==> config.mk <==
export PLATFORM = sky130hd
export DESIGN_NAME = uart_rx_frontend_flat
export DESIGN_NICKNAME = d
export VERILOG_FILES = /design/src/rtl/uart_rx_frontend_if.sv /design/src/rtl/uart_rx_frontend.sv /design/src/flat_wrapper.sv
export SDC_FILE = /design/constraint.sdc
export NUM_CORES = 1
export LEC_CHECK = 0
export ABC_AREA = 1
export BUFFER_PORTS_ARGS = -buffer_cell sky130_fd_sc_hd__buf_2
export CAP_MARGIN = 20
export CORE_MARGIN = 2
export CORE_UTILIZATION = 30
export CTS_CLUSTER_DIAMETER = 50
export DETAILED_ROUTE_END_ITERATION = 8
export GPL_ROUTABILITY_DRIVEN = 0
export MAX_ROUTING_LAYER = met4
export PLACE_DENSITY_LB_ADDON = 0.12
export SLEW_MARGIN = 20
export SYNTH_ARGS = -nofsm -noshare
export SYNTH_HDL_FRONTEND = slang
export SYNTH_SLANG_ARGS = --single-unit
==> constraint.sdc <==
create_clock -name i_clk -period 3 [get_ports i_clk]
set_clock_uncertainty 0.15 [all_clocks]
set_input_delay 0.15 -clock i_clk [delete_from_list [all_inputs] [get_ports i_clk]]
set_output_delay 0.15 -clock i_clk [all_outputs]
set_load 0.05 [all_outputs]
==> src/rtl/uart_rx_frontend_if.sv <==
// Serial-receiver bundle: RX line in, received byte and status strobes out.
// Master side is the receiver, slave side is the downstream command parser.
// No backpressure: the consumer must take every o_valid / o_frame_err pulse.
interface uart_rx_frontend_if;
  logic       i_rx;
  logic [7:0] o_data;
  logic       o_valid;
  logic       o_frame_err;
  logic       o_busy;

  modport master (
    input  i_rx,
    output o_data,
    output o_valid,
    output o_frame_err,
    output o_busy
  );

  modport slave (
    output i_rx,
    input  o_data,
    input  o_valid,
    input  o_frame_err,
    input  o_busy
  );
endinterface

==> src/rtl/uart_rx_frontend.sv <==
// UART 8N1 receiver: synchronises RX, mid-bit sampling, byte / framing-error strobes.
// Latency: SYNC_STAGES + CLKS_PER_BIT/2 + 9*CLKS_PER_BIT + 1 cycles from start edge to o_valid.
// No backpressure; UART_RX_PARITY_EN adds an even-parity bit (8E1) checked before the stop bit.
module uart_rx_frontend #(
  parameter int CLKS_PER_BIT = 434,
  parameter int SYNC_STAGES  = 2
) (
  input logic               i_clk,
  input logic               i_rst,
  uart_rx_frontend_if.master rx_if
);

  localparam int BW = $clog2(CLKS_PER_BIT);
  localparam logic [BW-1:0] FULL_C = BW'(CLKS_PER_BIT - 1);
  localparam logic [BW-1:0] HALF_C = BW'(CLKS_PER_BIT / 2);

  typedef enum logic [2:0] {
    S_IDLE  = 3'd0,
    S_START = 3'd1,
    S_DATA  = 3'd2,
    S_STOP  = 3'd3,
    S_BREAK = 3'd4
`ifdef UART_RX_PARITY_EN
    , S_PARITY = 3'd5
`endif
  } state_t;

  state_t                 state_q, state_d;
  logic [SYNC_STAGES-1:0] sync_q;
  logic                   rx_s;
  logic [BW-1:0]          baud_q, baud_d;
  logic [2:0]             idx_q, idx_d;
  logic [7:0]             shift_q, shift_d;
  logic [7:0]             data_q, data_d;
  logic                   valid_q, valid_d;
  logic                   ferr_q, ferr_d;
`ifdef UART_RX_PARITY_EN
  logic                   par_err_q, par_err_d;
`endif

  // Metastability synchroniser; idles high so reset never looks like a start bit.
  always_ff @(posedge i_clk) begin
    if (i_rst) sync_q <= '1;
    else       sync_q <= {sync_q[SYNC_STAGES-2:0], rx_if.i_rx};
  end

  assign rx_s = sync_q[SYNC_STAGES-1];

  // FSM state register.
  always_ff @(posedge i_clk) begin
    if (i_rst) state_q <= S_IDLE;
    else       state_q <= state_d;
  end

  // Datapath registers: baud/bit counters, shifter and output strobes.
  always_ff @(posedge i_clk) begin
    if (i_rst) begin
      baud_q    <= '0;
      idx_q     <= '0;
      shift_q   <= '0;
      data_q    <= '0;
      valid_q   <= 1'b0;
      ferr_q    <= 1'b0;
`ifdef UART_RX_PARITY_EN
      par_err_q <= 1'b0;
`endif
    end else begin
      baud_q    <= baud_d;
      idx_q     <= idx_d;
      shift_q   <= shift_d;
      data_q    <= data_d;
      valid_q   <= valid_d;
      ferr_q    <= ferr_d;
`ifdef UART_RX_PARITY_EN
      par_err_q <= par_err_d;
`endif
    end
  end

  // Next-state logic: the baud counter restarts at every sample and state change.
  always_comb begin
    state_d   = state_q;
    baud_d    = baud_q + 1'b1;
    idx_d     = idx_q;
    shift_d   = shift_q;
    data_d    = data_q;
    valid_d   = 1'b0;
    ferr_d    = 1'b0;
`ifdef UART_RX_PARITY_EN
    par_err_d = par_err_q;
`endif
    case (state_q)
      S_IDLE: begin
        baud_d = '0;
        if (!rx_s) state_d = S_START;
      end
      S_START: begin
        if (baud_q == HALF_C) begin
          baud_d = '0;
          idx_d  = '0;
          // Line high again at mid start bit: a glitch, not a frame.
          state_d = rx_s ? S_IDLE : S_DATA;
        end
      end
      S_DATA: begin
        if (baud_q == FULL_C) begin
          baud_d         = '0;
          shift_d[idx_q] = rx_s;
          idx_d          = idx_q + 3'd1;
          if (idx_q == 3'd7) begin
`ifdef UART_RX_PARITY_EN
            state_d = S_PARITY;
`else
            state_d = S_STOP;
`endif
          end
        end
      end
`ifdef UART_RX_PARITY_EN
      S_PARITY: begin
        if (baud_q == FULL_C) begin
          baud_d    = '0;
          // Even parity: data plus parity bit must hold an even number of ones.
          par_err_d = ^{shift_q, rx_s};
          state_d   = S_STOP;
        end
      end
`endif
      S_STOP: begin
        if (baud_q == FULL_C) begin
          baud_d = '0;
          if (!rx_s) begin
            ferr_d  = 1'b1;
            state_d = S_BREAK;
`ifdef UART_RX_PARITY_EN
          end else if (par_err_q) begin
            ferr_d  = 1'b1;
            state_d = S_IDLE;
`endif
          end else begin
            valid_d = 1'b1;
            data_d  = shift_q;
            state_d = S_IDLE;
          end
        end
      end
      S_BREAK: begin
        // Held-low line: one error already flagged, wait quietly for idle.
        baud_d = '0;
        if (rx_s) state_d = S_IDLE;
      end
      default: begin
        baud_d  = '0;
        state_d = S_IDLE;
      end
    endcase
  end

  // Strobes are masked during reset so none can escape in the reset cycle.
  assign rx_if.o_data      = data_q;
  assign rx_if.o_valid     = valid_q & ~i_rst;
  assign rx_if.o_frame_err = ferr_q & ~i_rst;
  assign rx_if.o_busy      = (state_q != S_IDLE);

endmodule

==> src/flat_wrapper.sv <==
// flat-port wrapper written by rule: the top's interface ports become plain ports
module uart_rx_frontend_flat 
#(
  parameter int CLKS_PER_BIT = 434,
  parameter int SYNC_STAGES  = 2
)
  (i_clk, i_rst, rx_if_i_rx, rx_if_o_data, rx_if_o_valid, rx_if_o_frame_err, rx_if_o_busy);
  uart_rx_frontend_if rx_if_i ();
  input logic i_clk;
  input logic i_rst;
  input wire logic [$bits(rx_if_i.i_rx)-1:0] rx_if_i_rx;
  output wire logic [$bits(rx_if_i.o_data)-1:0] rx_if_o_data;
  output wire logic [$bits(rx_if_i.o_valid)-1:0] rx_if_o_valid;
  output wire logic [$bits(rx_if_i.o_frame_err)-1:0] rx_if_o_frame_err;
  output wire logic [$bits(rx_if_i.o_busy)-1:0] rx_if_o_busy;
  assign rx_if_i.i_rx = rx_if_i_rx;
  assign rx_if_o_data = rx_if_i.o_data;
  assign rx_if_o_valid = rx_if_i.o_valid;
  assign rx_if_o_frame_err = rx_if_i.o_frame_err;
  assign rx_if_o_busy = rx_if_i.o_busy;
  uart_rx_frontend #(.CLKS_PER_BIT(CLKS_PER_BIT), .SYNC_STAGES(SYNC_STAGES)) u_core (.i_clk(i_clk), .i_rst(i_rst), .rx_if(rx_if_i));
endmodule
# [Word level (Yosys, flattened, before mapping)]
# Cells that the tools add are included.
[classes] eq_ne=13 mux=20 n_bitwise=5 n_addsub=2 n_lt_le_gt_ge=2 n_reduce_logical=10
[ops] operator="two-way mux 3 bit" n=9
[ops] operator="two-way mux 9 bit" n=2
[ops] operator="one-hot mux 9 bit (2 select lines)" n=1
[ops] operator="one-hot mux 3 bit (5 select lines)" n=1
[ops] operator="inequality test 2 x 1 -> 1 bit (second input constant)" n=5
[ops] operator="adder 9 x 1 -> 9 bit (second input constant)" n=1
[ops] operator="== test 9 x 8 -> 1 bit (second input constant)" n=1
[ops] operator="== test 9 bit (second input constant)" n=1
[ops] operator="bitwise mux 8 bit" n=1
[ops] operator="== test 3 x 2 -> 1 bit (second input constant)" n=2
[ops] operator="== test 3 bit (second input constant)" n=2
[ops] operator="one-hot mux 3 bit (2 select lines)" n=1
[ops] operator="AND reduction 3 bit" n=2
[ops] operator="AND reduction 6 bit" n=1
[ops] operator="less-than comparator 3 x 4 -> 1 bit (second input constant)" n=1
[ops] operator="adder 3 x 1 -> 3 bit (second input constant)" n=1
[ops] operator="demux 1 bit (select 3 bit)" n=1
[ops] operator="== test 3 x 1 -> 1 bit (second input constant)" n=1
[ops] operator="greater-or-equal comparator 3 x 1 -> 1 bit (second input constant)" n=1
[ops] operator="logical NOT 3 bit" n=1
[ops] operator="two-way mux 1 bit" n=3
[ops] operator="NOT 1 bit" n=3
[ops] operator="nonzero test 3 bit" n=1
[ops] operator="OR reduction 3 bit" n=1
[ops] operator="7 further kinds" n=8
[totals] inputBits=3 register_bits=35 word_cells=60

# [Depth between registers and ports, before layout]
# Gate-level depths: netlist of run 1.
[depth] word_depth=5 ltp_mapped=10 ltp_nobuf=10

# [Worst setup path after synthesis of run 1]
# No wires, ideal clock.
[synth_timing] path_kind="register -> register" start="reg u_core.baud_q[0]" end="reg u_core.shift_q[1]" n_path_buf=1 arrival_time_ps=1294 stages_incl_launch_ff=10 synth_period_minus_slack_ps=1576 path_slack_ps=1424 cell_sequence="dfxtp_1 > ha_1 > nand2_1 > nor2_1 > nand2_4 > nor2_4 > buf_6 > nand3_1 > nand2_1 > a21oi_1"
[synth_via] elab_chain_len=2
[synth_lines] element="start, declared" line_no="uart_rx_frontend.sv:31" text="logic [BW-1:0] baud_q, baud_d;"
[synth_lines] element="start signal, assigned" line_no="uart_rx_frontend.sv:68" text="baud_q <= baud_d;"
[synth_lines] element="== test 9 bit" line_no="uart_rx_frontend.sv:106" text="if (baud_q == FULL_C) begin"
[synth_lines] element="AND reduction 2 bit (no source line)"
[synth_lines] element="end signal, assigned" line_no="uart_rx_frontend.sv:70" text="shift_q <= shift_d;"
[synth_lines] element="end, declared" line_no="uart_rx_frontend.sv:33" text="logic [7:0] shift_q, shift_d;"
# Every way passes these cells.
# A chain may end at the register's enable or synchronous reset.

# [Worst setup path after layout of run 1]
[layout_timing] start="reg u_core.baud_q[0]" end="reg u_core.idx_q[0]"
[layout_via] elab_chain_len=3
[layout_lines] element="== test 9 bit or == test 9 x 8 -> 1 bit (tied branches)" line_no="uart_rx_frontend.sv:106, uart_rx_frontend.sv:98"
[layout_lines] element="inequality test 2 x 1 -> 1 bit (no source line)"
[layout_lines] element="AND reduction 3 bit (no source line) *"
[layout_lines] element="end signal, assigned" line_no="uart_rx_frontend.sv:69" text="idx_q <= idx_d;"
[layout_lines] element="end, declared" line_no="uart_rx_frontend.sv:32" text="logic [2:0] idx_q, idx_d;"
# Every way passes the cells marked *; elsewhere a longest branch is shown, timed or not.

==> impl_metrics.toml, run 1 <==
[outcome]
status = "complete, no violations"

[place]
portBuffers = 13
post-dp-hpwl_um = 2280
placement.cell_area_um2 = 1730

[cts]
clk_latency_ns = 0.29
root_buffer = "sky130_fd_sc_hd__clkbuf_8"
tritoncts_num_sinks = 35
clkSlewWorstSetupHoldPaths_ns = 0.08
cts_made_buffers = 5
cts.repair_timing.setup_buffer_count = 0
clk_path_buf_depth = 2
tritoncts = "done"
cts_max_level = 2

[route]
ant_nets = 0
vias = 1322
drt_pass1_iterations = 4
detailedRoute.firstIterationViolations = 67
detail_route.drc_violations = 0
wirelength_um = 3190
avgViaCountPerCell = 4.41
routedWlPerCell_um = 10.6

[worst_setup_path]
critPathLaunchType = "flop"
crit_path_class = "reg2reg"
arrival_ns = 1.90
register_to_register_setup_slack_ns = 1.14
critPathMaxFanout = 11
critPathSlowestCell = "sky130_fd_sc_hd__dfxtp_1"
crit_path_end_kind = "flop"
required_ns = 3.04
critical-path-top-cell-by-count = "sky130_fd_sc_hd__nor2_1"
max_stage_delay_ns = 0.38
worst_r2r_startpoint = "u_core.baud_q[0]"
path_cells = "ha_1 -> nand2_1 -> nor2_1 -> nand2_4 -> nor2_4 -> o21ai_1 -> a21oi_1 -> nor2_1"
rr_worst_depth = 8
worst_r2r_endpoint = "u_core.idx_q[0]"

[power_and_ir_drop]
p_int_uw = 853
total_chip_power_mw = 1.28
vdd.ir_drop.worst_v = 0.000275
clock_power_share_pct = 35.3
sw_power_uw = 432
p_per_area_nw_per_um2 = 690
logic_pwr_share_pct = 23.9
switching_share_pct = 33.6
seq_power_share_pct = 40.8
total_leakage_power_nw = 0.731

[timing]
final_period_minus_worst_setup_slack_ns = 1.86
report.final.hold_viol_count = 0
setup_total_negative_slack_ns = 0
period_share_pct = 62.0
rsz0062_at_grt = "no"
final-max-slew-violation-count = 0
timing.hold.ws_ns = 0.0987
worst_pin_slew_ns = 0.502
f_max_mhz = 538
worst_slew_margin_rel_pct = 66.5
setup_viol_count_final = 0

[cells_and_area]
area_occupied_by_multi_input_gates_um2 = 772
syn_to_final_growth_pct = 15.9
finalInstanceArea_um2 = 1860
layout.cells.most_common = "sky130_fd_sc_hd__dfxtp_1"
layout.cells.most_common_list = "sky130_fd_sc_hd__dfxtp_1 (35), sky130_fd_sc_hd__nand2_1 (32), sky130_fd_sc_hd__nor2_1 (28)"
num-fill-cells = 558
layout.area.seq_um2 = 701
antenna_diode_count = 0
finalNetCount = 236
final_layout_size_suffix_gt1_share_pct = 16.5

[global_routing]
grt_pass1_vias = 1176
globalRoute.totalOverflow = 0
grt_antenna_before_repair = 0
global_route_wire_length_before_repair_um = 5480
grt_max_degree = 17
grt.total_usage_pct = 11.8

[die]
die_area_um2 = 5960
effective_utilization_at_floorplan_pct = 31.3
overall_die_height_um = 77.2
fp.dieW_um = 77.2
coreArea_um2 = 5140
num_rows = 26
io-pin-count = 14

[min_path]
timing.hold.worst.start = "i_rst"
hold_depth = 2
min-delay-path-class = "in2reg"
capture_endpoint_of_the_worst_hold_path = "u_core.shift_q[3]"

[logic_synthesis]
synth_cell_type_count = 27
synth_warnings = 0
synth_seq_cells = 35
mean_syn_cell_area_um2 = 7.54
netlist_area_um2 = 1610
cells_after_synthesis = 213
synth_top_area_share_pct = 43.6
mappedNetlistNets = 220
synth-seq-area-share_pct = 43.6
synth_top_cell_by_area = "sky130_fd_sc_hd__dfxtp_1"
synth_area_leaders = "sky130_fd_sc_hd__dfxtp_1 (44%), sky130_fd_sc_hd__nand2_1 (7.5%), sky130_fd_sc_hd__a21oi_1 (6.9%)"

[run]
max_cap_viol_count = 0
routing by layer:
metal	wire, um	GRT usage [%]	vias up
li1	-	-	726
met1	1650	14.9	567
met2	1360	18.0	23
met3	120	2.82	6
met4	53	4.82	0
met5	0	-	-
what timing repair did:
item	in CTS	in global routing
gates resized for setup	0	0
hold buffers	1	0
hold endpoints to repair	1	0
stage by stage:
stage / setup slack (ns) / cells / utilization (%)
global route: 0.970 / 300 / 36.2
floorplan: 1.42 / 213 / -
finish: 1.14 / 300 / 36.2
global placement: 1.23 / 291 / 33.7
CTS: 1.12 / 300 / 36.2
detailed placement: 1.14 / 291 / 33.7
worst max-delay path: cells and delay by family (launching register included):
kind,cells,cell delay (ns)
and+or+nand+nor,5,0.72
DFF,1,0.38
AOI/OAI and AO/OA,2,0.30
adders and majority gates,1,0.20
power by group through the flow:
stage	Clock, mW	Combinational [mW]	Sequential (mW)
2_1_floorplan	0	0.264	0.518
3_3_place_gp	0	0.313	0.535
3_5_place_dp	0	0.307	0.534
4_1_cts	0.466	0.309	0.523
5_1_grt	0.487	0.349	0.527
6_report	0.454	0.307	0.524
kinds of logic after synthesis:
| group | Yosys count | share of synthesized area, % |
|---|---|---|
| AND/OR/NAND/NOR | 99 | 30.5 |
| AO/OA/AOI/OAI | 37 | 11.8 |
| flip-flops | 35 | 43.6 |
| buffers and inverters | 33 | 8.33 |
| XOR/XNOR | 5 | 2.73 |
| adder cells (fa/ha/maj) | 4 | 3.12 |
synth_stat cells:
library cell,n
sky130_fd_sc_hd__o21ai_0,12
sky130_fd_sc_hd__buf_2,2
sky130_fd_sc_hd__nand3b_1,1
sky130_fd_sc_hd__nand2_1,32
sky130_fd_sc_hd__nor2_2,3
sky130_fd_sc_hd__nor4_1,2
sky130_fd_sc_hd__inv_2,3
sky130_fd_sc_hd__dfxtp_1,35
sky130_fd_sc_hd__nor2_1,28
sky130_fd_sc_hd__or2_2,2
sky130_fd_sc_hd__o21ai_2,1
sky130_fd_sc_hd__nand4_1,6
sky130_fd_sc_hd__xor2_1,2
sky130_fd_sc_hd__o21ai_1,2
sky130_fd_sc_hd__clkbuf_1,2
sky130_fd_sc_hd__nand2_2,3
sky130_fd_sc_hd__inv_1,25
sky130_fd_sc_hd__nor3b_1,2
sky130_fd_sc_hd__buf_6,1
sky130_fd_sc_hd__nor3_4,2
sky130_fd_sc_hd__nand2_4,1
sky130_fd_sc_hd__a21oi_1,22
sky130_fd_sc_hd__nand3_1,12
sky130_fd_sc_hd__nor3_1,3
sky130_fd_sc_hd__xnor2_1,3
sky130_fd_sc_hd__nor2_4,2
sky130_fd_sc_hd__ha_1,4
flip-flops by register name, summed over array words and instances (netlist names):
register and count:
u_core.sync_q 2, u_core.valid_q 1, u_core.state_q 3, u_core.rx_if.o_data 8, u_core.idx_q 3, u_core.shift_q 8, u_core.baud_q 9, u_core.ferr_q 1
cell type report:
class | instances | area share [%]
inverter | 28 | 5.65
clock buffer | 6 | 4.44
multi-input combinational | 145 | 41.5
tap | 70 | 4.70
clock inverter | 2 | 2.08
sequential | 35 | 37.6
timing repair buffer | 14 | 4.03
worst max-delay path by stage:
stage                                start                 to  slack [ns]  cells after the start
final                     u_core.baud_q[0]    u_core.idx_q[0]        1.14                      8
after global placement    u_core.baud_q[0]    u_core.idx_q[0]        1.23                      8
after floorplan           u_core.baud_q[0]  u_core.shift_q[1]        1.42                      9
after global routing      u_core.baud_q[0]    u_core.idx_q[0]        0.97                      8
after CTS                 u_core.baud_q[0]    u_core.idx_q[0]        1.12                      8
after detailed placement  u_core.baud_q[0]    u_core.idx_q[0]        1.14                      8
No activity file was read; power rests on OpenSTA's default activity.
==> run 2: changes to the inputs <==
==> constraint.sdc (replaced) <==
create_clock -name i_clk -period 1.9 [get_ports i_clk]
set_clock_uncertainty 0.15 [all_clocks]
set_input_delay 0.095 -clock i_clk [delete_from_list [all_inputs] [get_ports i_clk]]
set_output_delay 0.095 -clock i_clk [all_outputs]
set_load 0.05 [all_outputs]
==> impl_metrics.toml, run 2 (synthesized netlist as in run 1, its figures left out) <==
[outcome]
status = "complete, no violations"

[power_and_ir_drop]
vdd.ir_drop.worst_v = 0.000329
total_leakage_power_nw = 0.735
p_per_area_nw_per_um2 = 991

[timing]
setup_total_negative_slack_ns = 0
final_period_minus_worst_setup_slack_ns = 1.71
worst_slew_margin_rel_pct = 71.0
setup_viol_count_final = 0
final-max-slew-violation-count = 0
worst_pin_slew_ns = 0.435
timing.hold.ws_ns = 0.0432
rsz0062_at_grt = "no"
f_max_mhz = 585
report.final.hold_viol_count = 0
setup_slack_ns = 0.190
period_share_pct = 90.0

[cts]
tritoncts_num_sinks = 35
root_buffer = "sky130_fd_sc_hd__clkbuf_8"
clk_latency_ns = 0.29
cts_made_buffers = 5
clk_path_buf_depth = 2
cts_max_level = 2
clkSlewWorstSetupHoldPaths_ns = 0.08
tritoncts = "done"

[die]
effective_utilization_at_floorplan_pct = 31.3
io-pin-count = 14
coreArea_um2 = 5140
die_area_um2 = 5960
num_rows = 26
fp.dieW_um = 77.2
overall_die_height_um = 77.2

[worst_setup_path]
worst_r2r_endpoint = "u_core.rx_if.o_data[2]"
critPathSlowestCell = "sky130_fd_sc_hd__dfxtp_1"
crit_path_class = "reg2reg"
worst_r2r_startpoint = "u_core.baud_q[1]"
arrival_ns = 1.77
max_stage_delay_ns = 0.33
rr_worst_depth = 9
crit_path_end = "u_core.rx_if.o_data[2]"
critPathLaunchType = "flop"
required_ns = 1.96
register_to_register_setup_slack_ns = 0.19
path_cells = "inv_1 -> ha_1 -> nand2_1 -> nor2_4 -> nand2_4 -> nor3_4 -> buf_4 -> o21ai_0 -> a21oi_1"
critPathMaxFanout = 9
crit_path_end_kind = "flop"
crit_path_start = "u_core.baud_q[1]"

[cells_and_area]
layout.cells.most_common = "sky130_fd_sc_hd__dfxtp_1"
layout.area.seq_um2 = 702
antenna_diode_count = 0
syn_to_final_growth_pct = 16.5
layout.cells.most_common_list = "sky130_fd_sc_hd__dfxtp_1 (34), sky130_fd_sc_hd__nand2_1 (32), sky130_fd_sc_hd__nor2_1 (27)"
final_layout_size_suffix_gt1_share_pct = 18.1
area_occupied_by_multi_input_gates_um2 = 779
num-fill-cells = 566
max_flop_register = "u_core.baud_q"
largest_register_ffs = 9
finalNetCount = 239

[global_routing]
grt.total_usage_pct = 13.0
globalRoute.totalOverflow = 0
grt-busiest-layer = "met2"
global_route.usage.met3_pct = 3.18
global_route_wire_length_before_repair_um = 5870
use_met2_pct = 18.8
grt_max_degree = 17
grt_pass1_vias = 1236
grt_use_met1_pct = 16.8
grt_antenna_before_repair = 0

[route]
detailedRoute.firstIterationViolations = 75
avgViaCountPerCell = 4.39
routedWlPerCell_um = 11.1
wirelength_um = 3340
drt_pass1_iterations = 4
vias = 1325
ant_nets = 0
detail_route.drc_violations = 0

[place]
post-dp-hpwl_um = 2360
portBuffers = 13
dpl_worst_slack_ns = 0.0714

[run]
max_cap_viol_count = 0

[min_path]
min-delay-path-class = "in2reg"
run 2: cell types whose count changed in the layout (fill, tap and decap cells not counted):
cell                        delta
sky130_fd_sc_hd__buf_4         +2
sky130_fd_sc_hd__buf_12        +1
sky130_fd_sc_hd__dfxtp_2       +1
sky130_fd_sc_hd__clkinv_2      +1
sky130_fd_sc_hd__nor2_1        -1
sky130_fd_sc_hd__nor2_4        +1
sky130_fd_sc_hd__inv_6         -1
sky130_fd_sc_hd__dfxtp_1       -1
sky130_fd_sc_hd__bufinv_16     -1
run 2: cell type report:
class / instances / area share (%)
clock buffer: 6 / 4.41
timing repair buffer: 17 / 5.88
tap: 70 / 4.68
clock inverter: 1 / 0.267
sequential: 35 / 37.5
multi-input combinational: 145 / 41.6
inverter: 28 / 5.61
run 2: report_power, final:
group / internal [mW] / leakage (nW) / switching (mW)
clock: 0.284 / 0.0470 / 0.256
combinational: 0.146 / 0.404 / 0.344
sequential: 0.771 / 0.283 / 0.0532
total: 1.20 / 0.735 / 0.654
run 2: per-stage QoR:
step	instance area, um^2	std cells	utilization [%]	power [mW]
final	1870	302	36.4	1.86
after global routing	1870	302	36.4	2.01
after CTS	1840	300	35.7	1.88
after detailed placement	1740	292	33.8	1.33
after global placement	1740	292	33.8	1.34
after floorplan	1610	213	-	1.23
run 2: metal layers:
layer / share of wire [%] / vias up
li1: - / 726
met1: 51 / 571
met2: 43 / 20
met3: 3.5 / 8
met4: 2.2 / 0
met5: 0 / -
run 2: worst max-delay path, delay by kind of cell (launching register included):
kind                       cells  cell delay (ns)
buffers and inverters          2             0.23
adders and majority gates      1             0.15
and+or+nand+nor                4             0.52
DFF                            1             0.33
AOI/OAI and AO/OA              2             0.24
run 2: how the worst min path moves through the flow:
| stage | from | end | cells after the start |
|---|---|---|---|
| 2_1_floorplan | i_rst | u_core.valid_q | 1 |
| 3_5_place_dp | rx_if_i_rx | u_core.sync_q[0] | 2 |
| 3_3_place_gp | rx_if_i_rx | u_core.sync_q[0] | 2 |
| 4_1_cts | i_rst | u_core.state_q[2] | 2 |
| 5_1_grt | i_rst | u_core.shift_q[7] | 2 |
| 6_report | i_rst | u_core.shift_q[7] | 2 |
run 2: repair_timing:
action	4_1_cts	5_1_grt
endpoints found under the setup margin	0	22
hold endpoints to repair	1	0
gates resized for setup	0	3
setup buffers	0	2
hold buffers	1	0
